**config.mk**
```make
export PLATFORM = sky130hd
export DESIGN_NAME = nand_cmd_master_flat
export DESIGN_NICKNAME = d
export VERILOG_FILES = /design/src/rtl/nand_ctrl_pkg.sv /design/src/rtl/nand_cmd_master_if.sv /design/src/rtl/ahb_single_xfer.sv /design/src/rtl/nand_cmd_master.sv /design/src/flat_wrapper.sv
export SDC_FILE = /design/constraint.sdc
export NUM_CORES = 1
export LEC_CHECK = 0
export ABC_AREA = 1
export CAP_MARGIN = 30
export CELL_PAD_IN_SITES_DETAIL_PLACEMENT = 2
export CELL_PAD_IN_SITES_GLOBAL_PLACEMENT = 2
export CORE_MARGIN = 2
export CORE_UTILIZATION = 29
export CTS_CLUSTER_DIAMETER = 60
export DETAILED_ROUTE_END_ITERATION = 10
export PLACE_DENSITY = 0.86
export SYNTH_ARGS = -nofsm -noshare
export SYNTH_HDL_FRONTEND = slang
export SYNTH_SLANG_ARGS = --single-unit
```
**constraint.sdc**
```tcl
create_clock -name hclk -period 4.3 [get_ports hclk]
set_input_delay 0.645 -clock hclk [delete_from_list [all_inputs] [get_ports hclk]]
set_output_delay 0.645 -clock hclk [all_outputs]
set_load 0.01 [all_outputs]
```
**src/rtl/nand_ctrl_pkg.sv**
```systemverilog
// nand_ctrl_pkg: register map, AHB encodings and FSM states for the NAND command master
package nand_ctrl_pkg;
    localparam logic [7:0] OFS_TIMING = 8'h00;
    localparam logic [7:0] OFS_COL    = 8'h04;
    localparam logic [7:0] OFS_ROW    = 8'h08;
    localparam logic [7:0] OFS_CFG    = 8'h0C;
    localparam logic [7:0] OFS_CMD    = 8'h10;
    localparam logic [7:0] OFS_ID0    = 8'h14;
    localparam logic [7:0] OFS_ID1    = 8'h18;
    localparam logic [7:0] OFS_MFSM   = 8'h1C;
    localparam logic [1:0] HTRANS_IDLE   = 2'b00;
    localparam logic [1:0] HTRANS_NONSEQ = 2'b10;
    localparam logic [2:0] HSIZE_WORD    = 3'b010;
    typedef enum logic [3:0] {
        S_IDLE, S_WR_TIM, S_WR_COL, S_WR_ROW, S_WR_CFG, S_WR_CMD,
        S_WAIT_DONE, S_RD_STAT, S_RD_ID0, S_RD_ID1, S_RESP
    } state_t;
    typedef enum logic [1:0] {X_IDLE, X_ADDR, X_DATA} xfer_state_t;
endpackage

```
**src/rtl/nand_cmd_master_if.sv**
```systemverilog
// nand_cmd_master_if: AHB-Lite initiator/target signal bundle
interface nand_cmd_master_if;
    logic [31:0] haddr;
    logic [1:0]  htrans;
    logic        hwrite;
    logic [2:0]  hsize;
    logic [31:0] hwdata;
    logic [31:0] hrdata;
    logic        hready;
    modport master (output haddr, htrans, hwrite, hsize, hwdata, input hrdata, hready);
    modport slave  (input haddr, htrans, hwrite, hsize, hwdata, output hrdata, hready);
endinterface

```
**src/rtl/ahb_single_xfer.sv**
```systemverilog
// ahb_single_xfer: one non-pipelined AHB-Lite transfer (address phase then data phase)
module ahb_single_xfer
    import nand_ctrl_pkg::*;
(
    input  logic               hclk,
    input  logic               rst,
    input  logic               start,
    input  logic [31:0]        addr,
    input  logic               write,
    input  logic [31:0]        wdata,
    output logic               busy,
    output logic [31:0]        rdata,
    output logic               xfer_done,
    nand_cmd_master_if.master  bus
);
    xfer_state_t state, state_nx;
    logic [31:0] addr_q, wdata_q;
    logic        write_q;

    always_ff @(posedge hclk) begin
        if (rst) begin
            state   <= X_IDLE;
            addr_q  <= '0;
            wdata_q <= '0;
            write_q <= 1'b0;
        end else begin
            state <= state_nx;
            if (start && state == X_IDLE) begin
                addr_q  <= addr;
                wdata_q <= wdata;
                write_q <= write;
            end
        end
    end

    always_comb begin
        state_nx = state;
        case (state)
            X_IDLE:  state_nx = start ? X_ADDR : X_IDLE;
            X_ADDR:  state_nx = bus.hready ? X_DATA : X_ADDR;
            X_DATA:  state_nx = bus.hready ? X_IDLE : X_DATA;
            default: state_nx = X_IDLE;
        endcase
    end

    assign busy       = state != X_IDLE;
    assign xfer_done  = state == X_DATA && bus.hready;
    assign rdata      = bus.hrdata;
    assign bus.haddr  = addr_q;
    assign bus.htrans = state == X_ADDR ? HTRANS_NONSEQ : HTRANS_IDLE;
    assign bus.hwrite = state == X_ADDR && write_q;
    assign bus.hsize  = HSIZE_WORD;
    assign bus.hwdata = wdata_q;
endmodule

```
**src/rtl/nand_cmd_master.sv**
```systemverilog
// nand_cmd_master: programs the NAND controller register file for one flash operation over AHB-Lite
module nand_cmd_master
    import nand_ctrl_pkg::*;
#(
    parameter logic [31:0] BASE_ADDR   = 32'h0000_0500,
    parameter logic [15:0] CMD_READ_ID = 16'h0090,
    parameter int          TO_W        = 16
) (
    input  logic               hclk,
    input  logic               rst,
    input  logic               req_valid,
    output logic               req_ready,
    input  logic [31:0]        req_timing,
    input  logic [15:0]        req_col,
    input  logic [23:0]        req_row,
    input  logic [2:0]         req_cfg,
    input  logic [15:0]        req_cmd,
    nand_cmd_master_if.master  bus,
    input  logic               done_i,
    output logic               rsp_valid,
    input  logic               rsp_ready,
    output logic [7:0]         rsp_status,
    output logic [47:0]        rsp_id,
    output logic               rsp_timeout
);
    state_t state, state_nx;
    logic [31:0] timing_q, wdata, rdata;
    logic [15:0] col_q, cmd_q;
    logic [23:0] row_q;
    logic [2:0]  cfg_q;
    logic [7:0]  ofs;
    logic [TO_W-1:0] to_cnt;
    logic done_q, done_rise, to_hit, xfer_state, xfer_write, start, busy, xfer_done;

    assign done_rise = done_i && !done_q;
    assign to_hit    = &to_cnt;
    assign req_ready = state == S_IDLE;
    assign rsp_valid = state == S_RESP;
    assign start     = xfer_state && !busy;

    ahb_single_xfer u_xfer (
        .hclk(hclk), .rst(rst), .start(start), .addr(BASE_ADDR + {24'b0, ofs}),
        .write(xfer_write), .wdata(wdata), .busy(busy), .rdata(rdata),
        .xfer_done(xfer_done), .bus(bus)
    );

    always_comb begin
        state_nx   = state;
        ofs        = OFS_TIMING;
        wdata      = '0;
        xfer_write = 1'b0;
        xfer_state = 1'b1;
        case (state)
            S_IDLE:      begin xfer_state = 1'b0; state_nx = req_valid ? S_WR_TIM : S_IDLE; end
            S_WR_TIM:    begin xfer_write = 1'b1; wdata = timing_q; state_nx = xfer_done ? S_WR_COL : state; end
            S_WR_COL:    begin xfer_write = 1'b1; ofs = OFS_COL; wdata = {16'b0, col_q}; state_nx = xfer_done ? S_WR_ROW : state; end
            S_WR_ROW:    begin xfer_write = 1'b1; ofs = OFS_ROW; wdata = {8'b0, row_q}; state_nx = xfer_done ? S_WR_CFG : state; end
            S_WR_CFG:    begin xfer_write = 1'b1; ofs = OFS_CFG; wdata = {29'b0, cfg_q}; state_nx = xfer_done ? S_WR_CMD : state; end
            S_WR_CMD:    begin xfer_write = 1'b1; ofs = OFS_CMD; wdata = {16'b0, cmd_q}; state_nx = xfer_done ? S_WAIT_DONE : state; end
            S_WAIT_DONE: begin xfer_state = 1'b0; state_nx = (done_rise || to_hit) ? S_RD_STAT : state; end
            // a timed-out operation has no valid ID, so skip straight to the response
            S_RD_STAT:   begin ofs = OFS_MFSM; state_nx = !xfer_done ? state : (cmd_q == CMD_READ_ID && !rsp_timeout) ? S_RD_ID0 : S_RESP; end
            S_RD_ID0:    begin ofs = OFS_ID0; state_nx = xfer_done ? S_RD_ID1 : state; end
            S_RD_ID1:    begin ofs = OFS_ID1; state_nx = xfer_done ? S_RESP : state; end
            S_RESP:      begin xfer_state = 1'b0; state_nx = rsp_ready ? S_IDLE : S_RESP; end
            default:     begin xfer_state = 1'b0; state_nx = S_IDLE; end
        endcase
    end

    always_ff @(posedge hclk) begin
        if (rst) begin
            state       <= S_IDLE;
            timing_q    <= '0;
            col_q       <= '0;
            row_q       <= '0;
            cfg_q       <= '0;
            cmd_q       <= '0;
            done_q      <= 1'b0;
            to_cnt      <= '0;
            rsp_status  <= '0;
            rsp_id      <= '0;
            rsp_timeout <= 1'b0;
        end else begin
            state  <= state_nx;
            done_q <= done_i;
            to_cnt <= state == S_WAIT_DONE ? to_cnt + 1'b1 : '0;
            if (state == S_IDLE && req_valid) begin
                timing_q    <= req_timing;
                col_q       <= req_col;
                row_q       <= req_row;
                cfg_q       <= req_cfg;
                cmd_q       <= req_cmd;
                rsp_status  <= '0;
                rsp_id      <= '0;
                rsp_timeout <= 1'b0;
            end
            // a done edge coinciding with terminal count counts as success
            if (state == S_WAIT_DONE && !done_rise && to_hit) rsp_timeout <= 1'b1;
            if (xfer_done && state == S_RD_STAT) rsp_status <= rdata[7:0];
            if (xfer_done && state == S_RD_ID0) rsp_id[31:0] <= rdata;
            if (xfer_done && state == S_RD_ID1) rsp_id[47:32] <= rdata[15:0];
        end
    end
endmodule

```
**src/flat_wrapper.sv**
```systemverilog
// flat-port wrapper written by rule: the top's interface ports become plain ports
module nand_cmd_master_flat import nand_ctrl_pkg::*;
#(
    parameter logic [31:0] BASE_ADDR   = 32'h0000_0500,
    parameter logic [15:0] CMD_READ_ID = 16'h0090,
    parameter int          TO_W        = 16
)
  (hclk, rst, req_valid, req_ready, req_timing, req_col, req_row, req_cfg, req_cmd, done_i, rsp_valid, rsp_ready, rsp_status, rsp_id, rsp_timeout, bus_haddr, bus_htrans, bus_hwrite, bus_hsize, bus_hwdata, bus_hrdata, bus_hready);
  nand_cmd_master_if bus_i ();
  input  logic hclk;
  input  logic rst;
  input  logic req_valid;
  output logic req_ready;
  input  logic [31:0] req_timing;
  input  logic [15:0] req_col;
  input  logic [23:0] req_row;
  input  logic [2:0] req_cfg;
  input  logic [15:0] req_cmd;
  input  logic done_i;
  output logic rsp_valid;
  input  logic rsp_ready;
  output logic [7:0] rsp_status;
  output logic [47:0] rsp_id;
  output logic rsp_timeout;
  output wire logic [$bits(bus_i.haddr)-1:0] bus_haddr;
  output wire logic [$bits(bus_i.htrans)-1:0] bus_htrans;
  output wire logic [$bits(bus_i.hwrite)-1:0] bus_hwrite;
  output wire logic [$bits(bus_i.hsize)-1:0] bus_hsize;
  output wire logic [$bits(bus_i.hwdata)-1:0] bus_hwdata;
  input wire logic [$bits(bus_i.hrdata)-1:0] bus_hrdata;
  input wire logic [$bits(bus_i.hready)-1:0] bus_hready;
  assign bus_haddr = bus_i.haddr;
  assign bus_htrans = bus_i.htrans;
  assign bus_hwrite = bus_i.hwrite;
  assign bus_hsize = bus_i.hsize;
  assign bus_hwdata = bus_i.hwdata;
  assign bus_i.hrdata = bus_hrdata;
  assign bus_i.hready = bus_hready;
  nand_cmd_master #(.BASE_ADDR(BASE_ADDR), .CMD_READ_ID(CMD_READ_ID), .TO_W(TO_W)) u_core (.hclk(hclk), .rst(rst), .req_valid(req_valid), .req_ready(req_ready), .req_timing(req_timing), .req_col(req_col), .req_row(req_row), .req_cfg(req_cfg), .req_cmd(req_cmd), .bus(bus_i), .done_i(done_i), .rsp_valid(rsp_valid), .rsp_ready(rsp_ready), .rsp_status(rsp_status), .rsp_id(rsp_id), .rsp_timeout(rsp_timeout));
endmodule
```
* After elaboration in Yosys (flattened, before gate mapping)
Index checks and enable logic that the tools add are counted.
** Cells by class
- Add/subtract/negate cells :: 2
- Equality and inequality tests :: 22
- Bitwise gates (word level) :: 1
- Reductions and logical operators :: 29
- Multiplexer cells :: 29
** Operators by type and width (count)
- 32-bit case mux with 5 select lines :: 1
- 48-bit two-way mux :: 1
- 4-bit case mux with 11 select lines :: 1
- 4-bit two-way mux :: 10
- 5-bit case mux with 7 select lines :: 1
- 32-bit two-way mux :: 1
- 2-bit by 1-bit inequality test with 1-bit output (second input constant) :: 9
- 16-bit by 1-bit adder with 16-bit output (second input constant) :: 1
- 16-bit by 8-bit == test with 1-bit output (second input constant) :: 1
- 4-bit by 3-bit == test with 1-bit output (second input constant) :: 4
- 16-bit two-way mux :: 1
- 8-bit two-way mux :: 2
- 16-bit AND reduction :: 1
- 11-bit by 5-bit adder with 12-bit output (first input constant) :: 1
- 4-bit == test (second input constant) :: 3
- 1-bit logical AND :: 12
- 2-bit nonzero test :: 5
- 9-bit AND reduction :: 1
- 4-bit by 2-bit == test with 1-bit output (second input constant) :: 2
- 2-bit two-way mux :: 4
- 8-bit OR reduction :: 1
- 1-bit two-way mux :: 6
- 2-bit case mux with 3 select lines :: 1
- 5-bit OR reduction :: 1
- 9 further kinds :: 12
** Word-level totals
- Input port bits :: 129
- Flip-flop bits (word level) :: 236

* Logic depth before layout (Yosys ltp)
Gate-level depths: netlist (run 1).
- Word-level depth :: 6
- Mapped depth :: 11

* Cells and area by module
From an unflattened synthesis (run 1), not the netlist that was laid out.
** Unflattened totals
- Cells, all modules :: 1421
- Area, all modules :: 10261.1 µm²
** By module, submodules not included
- nand_cmd_master :: instances 1, area each 7003.0 µm², sequential area each 3383.2 µm², cells an instance 937
- ahb_single_xfer :: instances 1, area each 3258.1 µm², sequential area each 1341.3 µm², cells an instance 484

* Worst setup path after synthesis (run 1)
No wires, ideal clock.
- Kind :: in2reg
- Start :: in rst
- End :: reg u_core.timing_q[0]
- Cell stages on the path :: 4
- Data arrival time :: 1.592 ns
- Data required time :: 4.154 ns
- Path buffers :: 3
- Setup slack :: 2.562 ns
- Path through :: clkbuf_1 clkbuf_1 clkbuf_1 a21oi_1
** RTL lines
- from (decl) :: line flat_wrapper.sv:11 : input logic rst;
- to (signal assigned) :: line nand_cmd_master.sv:88 : timing_q <= req_timing;
- to (decl) :: line nand_cmd_master.sv:27 : logic [31:0] timing_q, wdata, rdata;
No word-level cell between the ends.

* Worst setup path in the final report (run 1)
- Start :: reg u_core.state[0]
- End :: out req_ready
** On the way
- Word-level cells in the longest chain between the ends :: 1
** RTL lines
- from (decl) :: line nand_cmd_master.sv:26 : state_t state, state_nx;
- from (signal assigned) :: line nand_cmd_master.sv:84 : state <= state_nx;
- 4-bit zero test :: line nand_cmd_master.sv:37 : assign req_ready = state == S_IDLE;
- to (decl) :: line flat_wrapper.sv:13 : output logic req_ready;
No other way between the ends.

==> results of run 1 <==
metrics by stage:
| stage | setup WS, ns | utilization (%) | power, W | cell area [µm²] | cells |
|---|---|---|---|---|---|
| 5_1_grt | 1.17 | 39.8 | 0.00676 | 12100 | 1760 |
| 2_1_floorplan | 2.56 | - | 0.00373 | 9060 | 1191 |
| 3_3_place_gp | 1.37 | 36.8 | 0.00423 | 11200 | 1708 |
| 6_report | 1.32 | 39.8 | 0.00638 | 12100 | 1760 |
| 3_5_place_dp | 1.28 | 37.0 | 0.00431 | 11300 | 1711 |
| 4_1_cts | 1.27 | 39.8 | 0.00648 | 12100 | 1760 |
worst register-to-register path: cells and delay by family, from the launching register on:
family | cells | cell delay [ns]
buffers and inverters | 1 | 0.08
AOI/OAI and AO/OA | 2 | 0.73
and+or+nand+nor | 3 | 1.30
DFF | 1 | 0.39
kinds of logic after synthesis:
group           count (synthesis)  share of synthesized area [%]
other cells                     2                         0.0839
buf+inv                       175                           9.96
compound gates                253                           15.6
xor+xnor                        2                          0.196
fa+ha+maj                       1                          0.140
flops                         208                           46.5
simple gates                  521                           27.5
worst paths after layout:
kind	end	slack (ns)
worst max-delay path	req_ready	1.32
worst min-delay path	u_core.u_xfer.bus.haddr[8]$_SDFFE_PP0P_	0.31
worst min register to register	u_core.row_q[2]$_SDFFE_PP0P_	0.46
worst max register to register	u_core.cmd_q[2]$_SDFFE_PP0P_	1.66
area by class of cell:
type | instances | share of cell area [%]
Sequential cell | 208 | 34.3
Multi-Input combinational cell | 808 | 33.1
Timing Repair Buffer | 237 | 19.7
Clock buffer | 41 | 6.41
Tap cell | 396 | 4.08
Inverter | 62 | 1.92
Clock inverter | 8 | 0.454
report_power, final:
group	switching [W]	internal, W
Sequential	0.000152	0.00217
Combinational	0.00137	0.000566
Clock	0.000875	0.00125
Total	0.00240	0.00398
layer usage:
layer	global-route usage [%]	routed length [µm]	vias to the layer above
met1	27.2	15500	4490
li1	-	-	4198
met5	0	25	-
met4	5.17	777	4
met3	4.86	2120	45
met2	37.1	17100	246
cells in the mapped netlist, types with 3 or more instances:
| library cell | instances | area, µm² |
|---|---|---|
| dfxtp_1 | 208 | 4160 |
| nand2_1 | 207 | 777 |
| nand3_1 | 190 | 951 |
| a21oi_1 | 172 | 861 |
| inv_1 | 54 | 203 |
| buf_4 | 42 | 315 |
| o21ai_0 | 42 | 210 |
| nor2_1 | 40 | 150 |
| clkbuf_1 | 39 | 146 |
| nand2_2 | 35 | 219 |
| a21oi_2 | 28 | 245 |
| buf_2 | 28 | 140 |
| nand4_1 | 26 | 163 |
| o22ai_1 | 8 | 50.1 |
| inv_2 | 7 | 26.3 |
| nor2_4 | 6 | 67.6 |
| nor2_2 | 4 | 25.0 |
| nor3_1 | 4 | 20.0 |
| buf_8 | 3 | 45.0 |
state kept, by name, indices dropped and copies added, names as in the netlist, 2 cells and up:
| name | count |
|---|---|
| u_core.col_q | 16 |
| u_core.u_xfer.bus.hwdata | 32 |
| u_core.rsp_id | 48 |
| u_core.row_q | 24 |
| u_core.u_xfer.state | 2 |
| u_core.cmd_q | 16 |
| u_core.to_cnt | 16 |
| u_core.cfg_q | 3 |
| u_core.u_xfer.bus.haddr | 4 |
| u_core.timing_q | 32 |
| u_core.state | 4 |
| u_core.rsp_status | 8 |
==> results by group, run 1 <==
Worst setup path
  • Critical path, cell by cell: nor2_2 > inv_2 > nor2_4 > clkdlybuf4s50_1
  • Cell family with most CP delay: buffers and inverters
  • CP peak stage delay: 0.65 ns
  • Critical path start-end classification: reg -> out
  • Worst setup EP type: primary output
  • Worst EP arrival: roughly 2.3 ns
  • Critical path peak fanout: 18
  • Worst path depth: 4
  • Setup crit start kind: flop
  • CP Buf/Inv Count: 2
  • Register-to-Register Path Depth: 6
  • Required time worst endpoint: 3.65 ns
  • Slowest CP cell: clkdlybuf4s50_1
  • Worst Setup SP: u_core.state[0]$_SDFFE_PP0P_
  • Worst r2r src: u_core.state[0]$_SDFFE_PP0P_

Detailed routing
  • Initial DRT Pass Iterations: 4
  • Average wire per standard cell: 20.2 µm
  • Final WL: ~35 mm
  • Final antenna-violating net count: 0
  • Vias/cell: between 5 and 6
  • Via count: 8983
  • Post-route DRC: 0
  • DR iter-0 viols: around 490

Cells and area
  • Commonest non-fill, non-tap cell in the layout: clkdlybuf4s50_1
  • Fillers: 3498
  • Area delta synth->final: 35.6%
  • Nets@finish: 1474
  • Most frequent cells in the layout: clkdlybuf4s50_1 (224), dfxtp_1 (208), nand2_1 (207)
  • FF+latch area: 4160 µm²
  • Area of the multi-input gates: 4020 µm²
  • Share of cells above drive strength 1: between 10% and 20%
  • ANT cells: 0

Synth
  • EDFF count, synth: 0
  • FFs w/ async S/R, synth: 0%
  • FF+latch count, synth: 208
  • Yosys warning total: 0
  • Ys flop type: dfxtp_1
  • Register area share after synthesis: 46.5%
  • Netlist cell types: 34
  • Netlist Area Pre-Place: between 8000 and 9000 µm²
  • Cells after synthesis: 1162
  • Syn avg cell area: ~7.7 µm²

Floorplanning
  • Core area: 30500 µm²
  • Die height: ~180 µm
  • Die area: 32300 µm²
  • Top-Level Pins: between 200 and 300
  • FP Rows: 64
  • Initial Utilization: 29.3%
  • Die width: 180 µm

Power and ir drop
  • Maximum vdd drop: 0.278 mV
  • Leakage: 4.16 nW
  • PD cells: 526 nW/µm²

Timing
  • Final Max Tran Viols: 0
  • Slew margin rel.: about a third
  • Hold_ws: 0.315 ns
  • Skew final: approximately 0.0075 ns
  • Hold Fails Final Rpt: 0
  • Post-layout min period: 2.98 ns
  • Slew @ Worst Pin: roughly 0.98 ns
  • Final setup vio count: 0
  • RSZ-0062 raised after global routing: no
  • Final worst path period share: 69.4%
  • TNS Setup: 0 ns
  • Max frequency: about 340 MHz

Clock tree
  • Clk_lat worst skew: 0.53 ns
  • H-tree depth: 1
  • CTS max path bufs: 3
  • TritonCTS Buffers: 27
  • Clk sinks: 208
  • Root Buffer: clkbuf_16
  • Worst-path clk slew: 0.06 ns
  • Post-cts sizing count: 0
  • Post-CTS Setup Bufs: 0
  • CTS tree: yes
  • Cts hold-fix bufs: 0

Global routing
  • First-pass GRT wire length: 55.8 mm
  • Initial antenna violation count: 2
  • Overall global routing resource usage: 21.5%
  • GRT Residual Overflow: 0
  • Largest net degree at the start of global routing: 151
  • Number of global-route vias before repair: 9666

Placed design
  • HPWL Detailed: 24.1 mm
  • GP Congestion: a little under 0.8
  • IO buf count: ~230

Status
  • Outcome: finished, final reports clean

Min path
  • HP Class: in -> reg
  • Hold Path Depth: 2
  • Hold Path Origin: rst

Flow run
  • Max-cap violation count: 0
Note: power is estimated with default switching activity, not from simulation.
==> run 2: changes to the inputs <==
Settings changed: CORE_UTILIZATION 29 to 26, PLACE_DENSITY 0.86 to 0.79.
Clock period 4.3 ns to 3.06 ns, I/O delays scaled along.
==> results by group, run 2 (synthesis gave the netlist of run 1 again) <==
Cells and area
  • Most frequent cells in the layout: clkdlybuf4s50_1 (224), dfxtp_1 (208), nand2_1 (207)
  • Number of flip-flops in the largest register: 48
  • Most flop-heavy register: u_core.rsp_id
  • Fillers: 3870
  • Share of cells above drive strength 1: 10.8%
  • Commonest non-fill, non-tap cell in the layout: clkdlybuf4s50_1
  • Nets@finish: 1476
  • Area delta synth->final: 36.8%

Global routing
  • Initial antenna violation count: 5
  • Met1 Usage GRT: 25.9%
  • Overall global routing resource usage: about a fifth
  • Number of global-route vias before repair: 9524
  • First-pass GRT wire length: 55.4 mm
  • Grt met2 use: between 30% and 40%
  • GRT Residual Overflow: 0
  • Top Usage Layer GRT: met2
  • Largest net degree at the start of global routing: 158
  • M3 GR Usage: 3.86%

Floorplanning
  • Initial Utilization: approximately a quarter
  • Die area: about 36000 µm²
  • Die width: 190 µm
  • Die height: 190 µm
  • Core area: 33700 µm²
  • Top-Level Pins: 258
  • FP Rows: 67

Timing
  • Final setup vio count: 0
  • Hold Fails Final Rpt: 0
  • Max frequency: 385 MHz
  • TNS Setup: 0 ns
  • RSZ-0062 raised after global routing: no
  • Final Max Tran Viols: 0
  • Post-layout min period: 2.60 ns
  • Worst Slack Setup Final: 0.463 ns
  • Final worst path period share: 84.9%
  • Slew @ Worst Pin: 1.00 ns
  • Skew final: 0.0147 ns
  • Slew margin rel.: 33.0%

Clock tree
  • H-tree depth: 1
  • CTS max path bufs: 3
  • Post-CTS Setup Bufs: 0
  • Clk_lat worst skew: 0.53 ns
  • CTS tree: yes
  • Cts hold-fix bufs: 0
  • Root Buffer: clkbuf_16
  • TritonCTS Buffers: 26
  • Post-cts sizing count: 0
  • Clk sinks: 208
  • Worst-path clk slew: roughly 0.060 ns

Detailed routing
  • DR iter-0 viols: 389
  • Final WL: 35.9 mm
  • Initial DRT Pass Iterations: 5
  • Post-route DRC: 0
  • Vias/cell: 4.90
  • Final antenna-violating net count: 0
  • Average wire per standard cell: 19.8 µm
  • Via count: just under 9000

Placed design
  • Pre-CTS WS: just over 0.7 ns
  • HPWL Detailed: 24.7 mm
  • GP Congestion: 0.800
  • IO buf count: 226

Worst setup path
  • Critical path peak fanout: 9
  • Worst EP arrival: 2.14 ns
  • Required time worst endpoint: 2.60 ns
  • Worst Setup SP: u_core.state[0]$_SDFFE_PP0P_
  • Worst setup EP type: primary output
  • Setup crit start kind: flop
  • Worst r2r src: u_core.state[0]$_SDFFE_PP0P_
  • Critical path start-end classification: reg -> out

Power and ir drop
  • Maximum vdd drop: 0.447 mV
  • PD cells: 738 nW/µm²
  • Leakage: 4.19 nW

Min path
  • Hold Path Origin: rst
  • HP Class: in -> reg

Flow run
  • Max-cap violation count: 0

Status
  • Outcome: finished, final reports clean
==> run 2: worst paths after layout <==
path,to,slack (ns),cells after the start
min,u_core.to_cnt[3]$_SDFF_PP0_,0.31,4
max,req_ready,0.46,4
max reg2reg,u_core.timing_q[16]$_SDFFE_PP0P_,0.84,7
min reg2reg,u_core.row_q[23]$_SDFFE_PP0P_,0.46,2
==> run 2: per-layer routing <==
metal / up-vias / part of all wire [%]
met3: 48 / 5.4
met1: 4410 / 46
li1: 4206 / -
met5: - / 0.031
met4: 2 / 2.2
met2: 243 / 47
==> run 2: where the power goes <==
part | internal, W | switching, W
Clock | 0.00173 | 0.00127
Combinational | 0.000844 | 0.00193
Sequential | 0.00305 | 0.000208
Total | 0.00562 | 0.00341
==> run 2: metrics by stage <==
stage | power [W] | utilization [%] | hold WS [ns] | cells | instance area [µm²]
after floorplan | 0.00524 | - | 0.418 | 1191 | 9060
after global placement | 0.00601 | 33.8 | 0.429 | 1766 | 11400
after detailed placement | 0.00612 | 33.8 | 0.452 | 1766 | 11400
after CTS | 0.00916 | 36.3 | 0.294 | 1814 | 12200
after global routing | 0.00956 | 36.3 | 0.325 | 1815 | 12200
final | 0.00903 | 36.3 | 0.307 | 1818 | 12200
==> run 2: cell type report <==
class | instances | area [µm²] | share of cell area (%)
diodes | 4 | 10.0 | 0.0818
clock buffers | 31 | 701 | 5.73
clock inverters | 17 | 135 | 1.10
inverters | 62 | 233 | 1.90
multi-input cells | 808 | 4020 | 32.9
flip-flops and latches | 208 | 4160 | 34.0
well taps | 448 | 561 | 4.58
repair buffers | 240 | 2410 | 19.7
==> run 2: worst max-delay path, stage by stage (launching register included) <==
cell and delay, ns:
dfxtp_1 0.39, nor2_2 0.23, inv_2 0.07, nor2_4 0.32, clkdlybuf4s50_1 0.62
==> run 3: changes to the inputs <==
Settings changed: CORE_UTILIZATION 26 to 24, PLACE_DENSITY 0.79 to 0.76.
Clock period 3.06 ns to 2.2 ns, I/O delays scaled along.
==> results by group, run 3 (synthesis gave the netlist of run 1 again) <==
Timing
  • Hold Fails Final Rpt: 0
  • Final worst path period share: a little over nine tenths
  • Slew margin rel.: 51.9%
  • Max frequency: 484 MHz
  • Slew @ Worst Pin: 0.722 ns
  • Worst Slack Setup Final: 0.133 ns
  • TNS Setup: 0 ns
  • Final Max Tran Viols: 0
  • RSZ-0062 raised after global routing: no
  • Post-layout min period: 2.07 ns
  • Skew final: between 0.01 and 0.015 ns
  • Final setup vio count: 0

Clock tree
  • CTS tree: yes
  • TritonCTS Buffers: 29
  • Root Buffer: clkbuf_16
  • Clk_lat worst skew: 0.53 ns
  • Clk sinks: about 210
  • Cts hold-fix bufs: 0
  • CTS max path bufs: 3
  • H-tree depth: 1
  • Worst-path clk slew: 0.06 ns

Detailed routing
  • Post-route DRC: 0
  • DR iter-0 viols: 290
  • Via count: 8948
  • Final WL: 35.7 mm
  • Initial DRT Pass Iterations: 5
  • Vias/cell: between 4 and 5
  • Final antenna-violating net count: 0
  • Average wire per standard cell: around 19 µm

Worst setup path
  • CP peak stage delay: 0.57 ns
  • Setup crit start kind: flop
  • Worst EP arrival: 1.74 ns
  • Critical path peak fanout: 4
  • Worst setup EP type: primary output
  • Required time worst endpoint: 1.87 ns
  • CP Buf/Inv Count: 2
  • Critical path start-end classification: reg -> out
  • Critical path, cell by cell: inv_1 > nor2_1 > clkdlybuf4s50_1
  • Slowest CP cell: clkdlybuf4s50_1
  • Cell family with most CP delay: buffers and inverters

Placed design
  • GP Congestion: 0.794
  • Placed Area: approximately 12000 µm²
  • Pre-CTS WS: 0.244 ns
  • IO buf count: around 230
  • HPWL Detailed: 25.5 mm

Cells and area
  • Nets@finish: 1499
  • Most frequent cells in the layout: clkdlybuf4s50_1 (222), nand2_1 (207), dfxtp_1 (205)
  • Most flop-heavy register: u_core.rsp_id
  • Post-route cell area: 12500 µm²
  • Fillers: around 4200
  • Commonest non-fill, non-tap cell in the layout: clkdlybuf4s50_1
  • Share of cells above drive strength 1: 12.1%
  • Number of flip-flops in the largest register: 48
  • Final core area utilization: 34.1%
  • FF+latch area: 4170 µm²
  • Area of the multi-input gates: 4030 µm²
  • ANT cells: 0
  • Area delta synth->final: 39.7%

Power and ir drop
  • Maximum vdd drop: 0.658 mV
  • PD cells: a little over 1000 nW/µm²
  • Leakage: 4.33 nW
  • Total power: 0.0130 W

Global routing
  • Overall global routing resource usage: 17.9%
  • Largest net degree at the start of global routing: 63
  • First-pass GRT wire length: 54.7 mm
  • Number of global-route vias before repair: 9437
  • Initial antenna violation count: 4
  • GRT Residual Overflow: 0

Floorplanning
  • Top-Level Pins: 258
  • Die area: 38800 µm²
  • Die height: 197 µm
  • Die width: roughly 200 µm
  • Initial Utilization: 24.4%
  • FP Rows: 70
  • Core area: 36700 µm²

Flow run
  • Max-cap violation count: 0

Min path
  • HP Class: in -> reg

Status
  • Outcome: finished, final reports clean
[run 3: report_power, final]
part	switching [W]	internal (W)
combinational	0.00271	0.00135
sequential	0.000296	0.00425
clock	0.00174	0.00266
total	0.00475	0.00825
[run 3: worst register-to-register path, cell delays in order (launching register included)]
cell	delay [ns]
dfxtp_1	0.48
inv_2	0.11
nand2_2	0.12
nor2_4	0.06
buf_4	0.17
nand2_8	0.24
buf_4	0.39
nand2_1	0.10
a21oi_1	0.15
[run 3: area by class of cell]
cell class / count / area share (%)
Sequential cell: 208 / 33.3
Timing Repair Buffer: 260 / 20.8
Clock inverter: 8 / 0.600
Inverter: 62 / 1.86
Clock buffer: 42 / 6.51
Multi-Input combinational cell: 808 / 32.2
Tap cell: 468 / 4.68
[run 3: stage by stage]
| stage | cells | hold slack (ns) |
|---|---|---|
| finish | 1856 | 0.150 |
| CTS | 1856 | 0.138 |
| global placement | 1805 | 0.429 |
| detailed placement | 1805 | 0.448 |
| floorplan | 1191 | 0.418 |
| global route | 1856 | 0.164 |
[run 3: what timing repair did]
| action | 4_1_cts | 5_1_grt |
|---|---|---|
| buffers inserted | 1 | 0 |
| pin swaps | 2 | 0 |
| resized for setup | 6 | 1 |
| setup endpoints to repair | 2 | 1 |
[run 3: worst paths after layout]
check                                               endpoint  slack, ns                         startpoint  cells after the start
worst max-delay path                           bus_htrans[1]       0.13  u_core.u_xfer.state[0]$_SDFF_PP0_                      3
worst min-delay path                u_core.done_q$_SDFF_PP0_       0.15                                rst                      2
worst max register to register  u_core.col_q[3]$_SDFFE_PP0P_       0.30       u_core.state[2]$_SDFFE_PP0P_                      8
worst min register to register  u_core.cfg_q[1]$_SDFFE_PP0P_       0.45       u_core.cfg_q[1]$_SDFFE_PP0P_                      2
[run 3: layer usage]
metal	global-route usage, %	vias to the layer above	share of wire [%]
met5	0	-	0.13
met4	4.09	8	2.3
met3	3.84	52	6.0
met2	29.5	232	46
met1	24.0	4415	46
li1	-	4241	-
